===== config.mk =====
export PLATFORM = sky130hd
export DESIGN_NAME = nec_bus_ctrl
export DESIGN_NICKNAME = d
export VERILOG_FILES = /design/src/rtl/nec_bus_pkg.sv /design/src/rtl/nec_sync.sv /design/src/rtl/nec_bus_ctrl.sv
export SDC_FILE = /design/constraint.sdc
export NUM_CORES = 1
export LEC_CHECK = 0
export BUFFER_PORTS_ARGS = -buffer_cell sky130_fd_sc_hd__buf_4
export CORE_MARGIN = 3
export CORE_UTILIZATION = 58
export CTS_CLUSTER_SIZE = 12
export DETAILED_ROUTE_END_ITERATION = 7
export MAX_ROUTING_LAYER = met4
export PLACE_DENSITY_LB_ADDON = 0.05
export SLEW_MARGIN = 20
export SYNTH_ARGS = -nofsm -noshare
export SYNTH_HDL_FRONTEND = slang
export SYNTH_SLANG_ARGS = --single-unit

===== constraint.sdc =====
create_clock -name clk_sys -period 3.95 [get_ports clk_sys]
set_input_delay 0 -clock clk_sys [delete_from_list [all_inputs] [get_ports clk_sys]]
set_output_delay 0 -clock clk_sys [all_outputs]
set_load 0.005 [all_outputs]

===== src/rtl/nec_bus_pkg.sv =====
// Shared types for the NEC V-series bus slave: FSM states, byte-enable decode, open-bus value.
package nec_bus_pkg;

    typedef enum logic [2:0] {
        IDLE,
        ADDR,
        RD_REQ,
        RD_DRIVE,
        WR_REQ,
        WR_END
    } nec_bus_state_t;

    localparam logic [15:0] OPEN_BUS = 16'hFFFF;

    // {A0,UBEn}: word, low byte only, high byte only, or no lanes at all.
    function automatic logic [1:0] be_decode(input logic a0, input logic uben);
        logic [1:0] be;
        case ({a0, uben})
            2'b00:   be = 2'b11;
            2'b01:   be = 2'b01;
            2'b10:   be = 2'b10;
            default: be = 2'b00;
        endcase
        return be;
    endfunction

endpackage


===== src/rtl/nec_sync.sv =====
// Multi-flop synchroniser for an asynchronous input vector, loaded with RESET_VAL on reset.
module nec_sync #(
    parameter int               STAGES    = 2,
    parameter int               WIDTH     = 1,
    parameter logic [WIDTH-1:0] RESET_VAL = '0
) (
    input  logic             clk_sys,
    input  logic             reset,
    input  logic [WIDTH-1:0] d,
    output logic [WIDTH-1:0] q
);

    logic [STAGES-1:0][WIDTH-1:0] chain;

    // NOTE: non-blocking assignments let every stage sample its predecessor's old value,
    // so the chain shifts by exactly one flop per clock regardless of statement order.
    always_ff @(posedge clk_sys) begin
        if (reset) begin
            chain <= {STAGES{RESET_VAL}};
        end else begin
            chain <= {chain[STAGES-2:0], d};
        end
    end

    assign q = chain[STAGES-1];

endmodule


===== src/rtl/nec_bus_ctrl.sv =====
// NEC V-series bus-cycle slave: turns each CPU read/write/INTA cycle into one req/ack
// transaction on a 16-bit memory port and drives READY and the AD bus back to the CPU.
module nec_bus_ctrl
    import nec_bus_pkg::*;
#(
    parameter int         SYNC_STAGES = 2,
    parameter int         TIMEOUT     = 255,
    parameter logic [7:0] INTA_VECTOR = 8'h20
) (
    input  logic        clk_sys,
    input  logic        reset,
    input  logic [19:0] nec_ad_in,
    output logic [15:0] nec_ad_out,
    output logic        nec_ad_oe,
    output logic        nec_ad_dir,
    input  logic        nec_astb,
    input  logic        nec_rdn,
    input  logic        nec_wrn,
    input  logic        nec_ion,
    input  logic        nec_uben,
    input  logic        nec_intakn,
    output logic        nec_ready,
    output logic [19:0] mem_addr,
    output logic        mem_io,
    output logic [1:0]  mem_be,
    output logic [15:0] mem_wdata,
    output logic        mem_rd,
    output logic        mem_wr,
    input  logic        mem_ack,
    input  logic [15:0] mem_rdata,
    output logic        bus_err
);

    localparam logic [7:0] TMO_LIMIT = 8'(TIMEOUT);

    logic        astb_s, rdn_s, wrn_s, ion_s, uben_s, intakn_s;
    logic [19:0] ad_s;

    nec_sync #(.STAGES(SYNC_STAGES), .WIDTH(1),  .RESET_VAL(1'b0)) u_sync_astb   (.clk_sys, .reset, .d(nec_astb),   .q(astb_s));
    nec_sync #(.STAGES(SYNC_STAGES), .WIDTH(1),  .RESET_VAL(1'b1)) u_sync_rdn    (.clk_sys, .reset, .d(nec_rdn),    .q(rdn_s));
    nec_sync #(.STAGES(SYNC_STAGES), .WIDTH(1),  .RESET_VAL(1'b1)) u_sync_wrn    (.clk_sys, .reset, .d(nec_wrn),    .q(wrn_s));
    nec_sync #(.STAGES(SYNC_STAGES), .WIDTH(1),  .RESET_VAL(1'b1)) u_sync_ion    (.clk_sys, .reset, .d(nec_ion),    .q(ion_s));
    nec_sync #(.STAGES(SYNC_STAGES), .WIDTH(1),  .RESET_VAL(1'b1)) u_sync_uben   (.clk_sys, .reset, .d(nec_uben),   .q(uben_s));
    nec_sync #(.STAGES(SYNC_STAGES), .WIDTH(1),  .RESET_VAL(1'b1)) u_sync_intakn (.clk_sys, .reset, .d(nec_intakn), .q(intakn_s));
    nec_sync #(.STAGES(SYNC_STAGES), .WIDTH(20), .RESET_VAL('0))   u_sync_ad     (.clk_sys, .reset, .d(nec_ad_in),  .q(ad_s));

    // One extra flop on ASTB and AD: the address is taken from the sample where ASTB was still high.
    logic        astb_q;
    logic [19:0] ad_q;
    logic        astb_fall;

    always_ff @(posedge clk_sys) begin
        if (reset) begin
            astb_q <= 1'b0;
            ad_q   <= '0;
        end else begin
            astb_q <= astb_s;
            ad_q   <= ad_s;
        end
    end

    assign astb_fall = astb_q & ~astb_s;

    nec_bus_state_t state, state_nxt;
    logic [7:0]     tmo_cnt;
    logic           tmo_active, timeout, skip, rd_done;

    assign tmo_active = (state == ADDR) || (state == RD_REQ) || (state == WR_REQ);
    assign timeout    = tmo_active && (tmo_cnt == TMO_LIMIT);
    assign skip       = (mem_be == 2'b00);
    assign rd_done    = rdn_s & intakn_s;

    always_ff @(posedge clk_sys) begin
        if (reset) begin
            state <= IDLE;
        end else begin
            state <= state_nxt;
        end
    end

    always_comb begin
        state_nxt = state;
        case (state)
            IDLE:     if (astb_fall) state_nxt = ADDR;
            ADDR: begin
                if (timeout)          state_nxt = IDLE;
                else if (!rdn_s)      state_nxt = skip ? RD_DRIVE : RD_REQ;
                else if (!intakn_s)   state_nxt = RD_DRIVE;
                else if (!wrn_s)      state_nxt = skip ? WR_END : WR_REQ;
            end
            RD_REQ:   if (mem_ack || timeout) state_nxt = RD_DRIVE;
            RD_DRIVE: if (rd_done && !nec_ad_oe) state_nxt = IDLE;
            WR_REQ:   if (mem_ack || timeout) state_nxt = WR_END;
            WR_END:   if (wrn_s) state_nxt = IDLE;
            default:  state_nxt = IDLE;
        endcase
    end

    logic [15:0] ad_out_nxt, wdata_nxt;
    logic [19:0] addr_nxt;
    logic [1:0]  be_nxt;
    logic        oe_nxt, dir_nxt, ready_nxt, io_nxt, rd_nxt, wr_nxt, err_nxt;

    // NOTE: every output gets a hold default first so no path through the case leaves
    // a variable unassigned, which would otherwise infer a latch.
    always_comb begin
        ad_out_nxt = nec_ad_out;
        oe_nxt     = nec_ad_oe;
        dir_nxt    = nec_ad_dir;
        ready_nxt  = nec_ready;
        addr_nxt   = mem_addr;
        io_nxt     = mem_io;
        be_nxt     = mem_be;
        wdata_nxt  = mem_wdata;
        rd_nxt     = mem_rd;
        wr_nxt     = mem_wr;
        err_nxt    = 1'b0;
        case (state)
            IDLE: begin
                if (astb_fall) begin
                    addr_nxt  = ad_q;
                    io_nxt    = ~ion_s;
                    be_nxt    = be_decode(ad_q[0], uben_s);
                    ready_nxt = 1'b0;
                end
            end
            ADDR: begin
                if (timeout) begin
                    err_nxt   = 1'b1;
                    ready_nxt = 1'b1;
                end else if (!rdn_s) begin
                    if (skip) begin
                        ad_out_nxt = OPEN_BUS;
                        dir_nxt    = 1'b1;
                    end else begin
                        rd_nxt = 1'b1;
                    end
                end else if (!intakn_s) begin
                    ad_out_nxt = {8'h00, INTA_VECTOR};
                    dir_nxt    = 1'b1;
                end else if (!wrn_s) begin
                    wdata_nxt = ad_s[15:0];
                    if (skip) ready_nxt = 1'b1;
                    else      wr_nxt    = 1'b1;
                end
            end
            RD_REQ: begin
                if (timeout) begin
                    err_nxt    = 1'b1;
                    rd_nxt     = 1'b0;
                    ad_out_nxt = OPEN_BUS;
                    dir_nxt    = 1'b1;
                end else if (mem_ack) begin
                    rd_nxt     = 1'b0;
                    ad_out_nxt = mem_rdata;
                    dir_nxt    = 1'b1;
                end
            end
            RD_DRIVE: begin
                // Turn-on: dir, then oe, then READY. Turn-off: oe first, dir one cycle later.
                if (rd_done) begin
                    if (nec_ad_oe) oe_nxt  = 1'b0;
                    else           dir_nxt = 1'b0;
                end else if (!nec_ad_oe) begin
                    oe_nxt = 1'b1;
                end else begin
                    ready_nxt = 1'b1;
                end
            end
            WR_REQ: begin
                if (timeout) begin
                    err_nxt   = 1'b1;
                    wr_nxt    = 1'b0;
                    ready_nxt = 1'b1;
                end else if (mem_ack) begin
                    wr_nxt    = 1'b0;
                    ready_nxt = 1'b1;
                end
            end
            default: ;
        endcase
    end

    always_ff @(posedge clk_sys) begin
        if (reset) begin
            nec_ad_out <= '0;
            nec_ad_oe  <= 1'b0;
            nec_ad_dir <= 1'b0;
            nec_ready  <= 1'b0;
            mem_addr   <= '0;
            mem_io     <= 1'b0;
            mem_be     <= '0;
            mem_wdata  <= '0;
            mem_rd     <= 1'b0;
            mem_wr     <= 1'b0;
            bus_err    <= 1'b0;
        end else begin
            nec_ad_out <= ad_out_nxt;
            nec_ad_oe  <= oe_nxt;
            nec_ad_dir <= dir_nxt;
            nec_ready  <= ready_nxt;
            mem_addr   <= addr_nxt;
            mem_io     <= io_nxt;
            mem_be     <= be_nxt;
            mem_wdata  <= wdata_nxt;
            mem_rd     <= rd_nxt;
            mem_wr     <= wr_nxt;
            bus_err    <= err_nxt;
        end
    end

    // Restarts on every state change; saturates so a stuck state cannot wrap back below the limit.
    always_ff @(posedge clk_sys) begin
        if (reset || (state_nxt != state)) begin
            tmo_cnt <= '0;
        end else if (tmo_active && (tmo_cnt != 8'hFF)) begin
            tmo_cnt <= tmo_cnt + 8'd1;
        end
    end

endmodule


# Word-level counts from Yosys, hierarchy flattened
# Cells that the tools add are included.
[totals]
regBits = 145
in_bits = 45
out_inout_bits = 61
elab_cells = 140
[classes]
add_sub_neg = 1
n_eq_ne = 29
mux = 50
bitwise_logic = 7
reduce_logical = 24
[op_table]
columns = ["operator", "n"]
rows = [
  ["$mux W16", 6],
  ["$pmux W16 S2", 1],
  ["$mux W1", 28],
  ["$mux W3", 9],
  ["$ne A2 B2 Y1 const B", 9],
  ["$pmux W3 S6", 1],
  ["$ne A3 B3 Y1 const B", 5],
  ["$reduce_and A5 Y1", 3],
  ["$reduce_and A7 Y1", 2],
  ["$ne A3 B2 Y1 const B", 3],
  ["$reduce_and A9 Y1", 1],
  ["$add A8 B1 Y8 const B", 1],
  ["$eq A8 B8 Y1 const B", 1],
  ["$ne A8 B8 Y1 const B", 1],
  ["$eq A3 B2 Y1 const B", 2],
  ["$eq A3 B3 Y1 const B", 2],
  ["$pmux W2 S3", 1],
  ["$not A1 Y1", 5],
  ["$logic_not A2 Y1", 2],
  ["$logic_or A1 B1 Y1", 4],
  ["$ne A2 B1 Y1 const B", 2],
  ["$pmux W1 S2", 2],
  ["$pmux W1 S4", 1],
  ["$reduce_bool A2 Y1", 2],
  ["14 further kinds", 17],
]

# Depth between registers and ports, before layout
[logic_depth]
depth_word = 9
mapped_depth = 8
depth_no_buf = 6

# Modules after synthesis
# From an unflattened synthesis, not the netlist that was laid out.
[unflattened]
cells_unflattened = 543
hier_area_um2 = 5232.5
[modules_own_cells]
columns = ["module", "n_inst", "cells_each", "area_each_um2", "seq_area_each_um2"]
rows = [
  ["nec_bus_ctrl", 1, 415, 3611.0, 1861.8],
  ["nec_sync at u_sync_ad", 1, 104, 1306.3, 800.8],
  ["nec_sync at u_sync_astb ...", 6, 4, 52.6, 40.0],
]

# Least setup slack after synthesis
# OpenSTA, ideal clock, no wires.
[synth_path]
path_type = "flip-flop to flip-flop"
startpoint = "register tmo_cnt[0]"
endpoint = "register nec_ad_out[10]"
setup_ns = 0.072
arrival_ns = 1.895
required_ns = 3.878
setup_slack_ns = 1.983
path_stages_with_launch = 8
path_buffers = 1
synth_period_minus_slack_ns = 1.967
cell_sequence = "dfxtp_1 ha_1 and3_1 a21oi_1 nor2_1 o21ai_2 buf_2 mux2i_1"
[synth_between]
elab_chain_len = 4
word_cells_on_any_way = 7
cone_classes = "eq/ne (3); mux (2); reduce/logical (2)"
[synth_rtl]
columns = ["element", "line_no", "text"]
rows = [
  ["from (decl)", "nec_bus_ctrl.sv:65", "logic [7:0] tmo_cnt;"],
  ["from (signal assigned)", "nec_bus_ctrl.sv:217", "tmo_cnt <= tmo_cnt + 8'd1;"],
  ["$eq A8 B8 Y1 *", "nec_bus_ctrl.sv:69", "assign timeout = tmo_active && (tmo_cnt == TMO_LIMIT);"],
  ["$logic_and A1 B1 Y1 *", "nec_bus_ctrl.sv:69", ""],
  ["$ne A3 B3 Y1 (no source line) (tied with other cells)", "n/a", ""],
  ["$reduce_and A5 Y1 (no source line) / $pmux W16 S2 (equally long branches)", "n/a", ""],
  ["to (signal assigned)", "nec_bus_ctrl.sv:198", "nec_ad_out <= ad_out_nxt;"],
  ["to (decl)", "nec_bus_ctrl.sv:13", "output logic [15:0] nec_ad_out,"],
]
# Every way passes the cells marked *; elsewhere a longest branch is shown, timed or not.
# A chain may end at the register's enable or synchronous reset.

# Final worst setup path
[layout_path]
startpoint = "register state[2]"
endpoint = "register nec_ad_out[5]"
[layout_between]
elab_chain_len = 6
word_cells_on_any_way = 14
cone_classes = "eq/ne (7); mux (2); reduce/logical (5)"
[layout_rtl]
columns = ["element", "line_no", "text"]
rows = [
  ["from (decl)", "nec_bus_ctrl.sv:64", "nec_bus_state_t state, state_nxt;"],
  ["from (signal assigned)", "nec_bus_ctrl.sv:77", "state <= state_nxt;"],
  ["$eq A3 B1 Y1 / $eq A3 B2 Y1 (equally long branches)", "nec_bus_ctrl.sv:68, nec_bus_ctrl.sv:118", ""],
  ["$logic_or A1 B1 Y1 (2 in series)", "nec_bus_ctrl.sv:68", "assign tmo_active = (state == ADDR) || (state == RD_REQ) || (state == WR_REQ);"],
  ["$logic_and A1 B1 Y1", "nec_bus_ctrl.sv:69", ""],
  ["$ne A3 B3 Y1 (no source line) (tied with other cells)", "n/a", ""],
  ["$reduce_and A5 Y1 (no source line) / $pmux W16 S2 (equally long branches)", "n/a", ""],
]
# Several ways; a longest one is shown, not always the timed one.

==> reports/qor.txt <==
run status = finished, final reports clean
Sink Count = 145
Sequential cell area = 2900 µm²
number of buffers created by CTS = 17
clk_lat worst skew = 0.52 ns
setup repair after global routing missed its margin = no
RePlAce Congestion = 0.840
routed vias = 4278
post-synthesis xor/xnor area fraction = 0.859%
Yosys reg bits = 145
pins over their slew limit = 0
Routed Antenna Nets = 0
port bufs = 105
MaxCap Viol Count = 0
Post-synth EDFFs = 0
layout cell share with drive strength beyond 1 = 22.7%
Yosys warning count = 0
TritonRoute pass-1 iters = 4
Die Y = 99.8 µm
Post-CTS Setup Bufs = 0
Cell Area, Placed = 5890 µm²
Cell variety after synth = 54
CP dominant cell by count = dlygate4sd3_1
peak supply drop = 0.386 mV
Tot GR Track Use = 27.2%
Root Driver = clkbuf_8
startpoint types = flip-flop
cell-by-cell trace of the critical path = nand2b_1, nor2_1, nand2_1, nor3b_1, dlygate4sd3_1, a211oi_1, dlygate4sd3_1
DRT iter0 DRCs = 174
commonest cells after routing, fill and taps aside = 145 x dfxtp_1, 107 x buf_4, 86 x nand2_1
Final period util = 78.5%
Mapped Cells = 534
Antenna Cells = 0
mux contribution to synthesized area = 3.53%
# rows = 33
top_reg_cell synth = dfxtp_1
Final Core Density = 84.0%
Peak Freq = 322 MHz
initial antenna violation count = 0
Synth Net Count = 580
hpwl dp = 6.71 mm
hold_buf cts = 56
Ports = 106
Area growth syn-to-layout = 38.1%
CTS resizes = 0
simple-gate share of the synthesized area = 23.2%
core area = 8380 µm²
crit path time final = 3.10 ns
via count of the first global-routing pass = 4356
CP arrival = 3.56 ns
fill count = 472
critical path peak fanout = 18
Post-Syn Area per Cell = 9.55 µm²
sequential area share after synthesis = 56.9%
Final Hold Fails = 0
ys async rst share = 0%
total grt overflow = 0
DR vias/cell = 5.34
die area = 9950 µm²
WP data required = 4.41 ns
adder-cell area share of the yosys netlist = 0.245%
CP peak stage delay = 0.74 ns
worst hold path type = in2reg
post-route cell area = 7040 µm²
Netlist Area Pre-Place = 5100 µm²
area taken by multi-input logic gates = 2030 µm²
combinational family with the most area after synthesis = simple AND/OR/NAND/NOR gates
relative slew slack = 28.0%
initial core utilization = 60.8%
WS Path Type = reg2reg
commonest non-fill, non-tap cell in the layout = dfxtp_1
Fin Setup TNS = 0 ns
setup violators final = 0
PD cells = 464 nW/µm²
Compound-Gate Fraction of Synth Area = 12.1%
clk_skew = 0.0159 ns
largest net degree at the start of global routing = 88
WL/cell = 15.6 µm
Chip Width = 99.8 µm
CP endpoint kind = flip-flop
CP top delay family = buffers and inverters
hold_ws = 0.217 ns
first-pass GRT wire length = 20.7 mm
clk buf depth = 2
Routed WL = 12.5 mm
WP buf/inv = 2
Reg2Reg Setup Slack = 0.85 ns
DRC viols = 0
Worst-path clk slew = 0.07 ns
Least-Margin Pin Slew = 1.08 ns
CTS tree = yes
Max H-tree Level = 4
final net count = 729
Max stage delay cell, worst path = dfxtp_1
Leak = 0.00292 µW
cell type report:
cell class / instances / area share (%)
tap: 105 / 1.87
clock inverter: 15 / 2.43
clock buffer: 17 / 5.88
inverter: 6 / 0.320
sequential: 145 / 41.2
timing repair buffer: 163 / 19.4
multi-input combinational: 350 / 28.9
final timing paths:
check | from | to | cells after the start
worst max register to register | state[2] | nec_ad_out[5] | 7
worst min-delay path | nec_intakn | u_sync_intakn.chain[0] | 3
worst max-delay path | state[2] | nec_ad_out[5] | 7
worst min register to register | u_sync_uben.q | mem_be[1] | 1
registers in the layout, indices dropped and copies added (netlist names), 2 cells and up:
name,cells
ad_q,20
mem_addr,20
u_sync_ad.chain,20
u_sync_ad.q,20
mem_wdata,16
nec_ad_out,16
tmo_cnt,8
state,3
mem_be,2
routing by layer:
layer	GRT usage [%]	vias up	wire (µm)
met1	31.6	2035	5270
met5	-	-	0
met4	10.3	0	220
met3	6.73	19	689
met2	45.3	141	6330
li1	-	2083	-
where the power goes:
part	internal, µW	switching [µW]	total, µW
clock	870	697	1570
combinational	105	78.5	184
sequential	1500	18.1	1520
total	2470	793	3270
worst min-delay path, cell delays in order:
cell           delay [ns]
dlygate4sd3_1        0.52
buf_4                0.09
or2_2                0.09
per-stage QoR:
step | power, µW | setup slack [ns] | std cells
floorplan | 1630 | 1.98 | 534
global placement | 1680 | 1.63 | 713
detailed placement | 1680 | 1.55 | 713
CTS | 3260 | 0.890 | 801
global route | 3360 | 0.666 | 801
finish | 3270 | 0.847 | 801
synthesized netlist by cell type (2+ instances only):
library cell | number | area (µm²)
a211oi_1 | 12 | 90.1
a21o_1 | 2 | 15.0
a21oi_1 | 50 | 250
and3_1 | 2 | 12.5
buf_2 | 9 | 45.0
clkbuf_1 | 22 | 82.6
dfxtp_1 | 145 | 2900
inv_1 | 6 | 22.5
mux2i_1 | 18 | 180
nand2_1 | 86 | 323
nand2b_1 | 19 | 119
nand3_1 | 4 | 20.0
nand3b_1 | 3 | 22.5
nor2_1 | 17 | 63.8
nor2b_1 | 65 | 407
nor3_1 | 6 | 30.0
o21ai_0 | 15 | 75.1
o21ai_1 | 5 | 25.0
or2_2 | 10 | 62.6
xnor2_1 | 3 | 26.3
xor2_1 | 2 | 17.5
kinds of logic after synthesis:
group,after synthesis
XOR/XNOR,5
buffers and inverters,39
adder cells (fa/ha/maj),1
multiplexers,18
AO/OA/AOI/OAI,99
AND/OR/NAND/NOR,227
flip-flops,145
No activity file was read; power rests on OpenSTA's default activity.
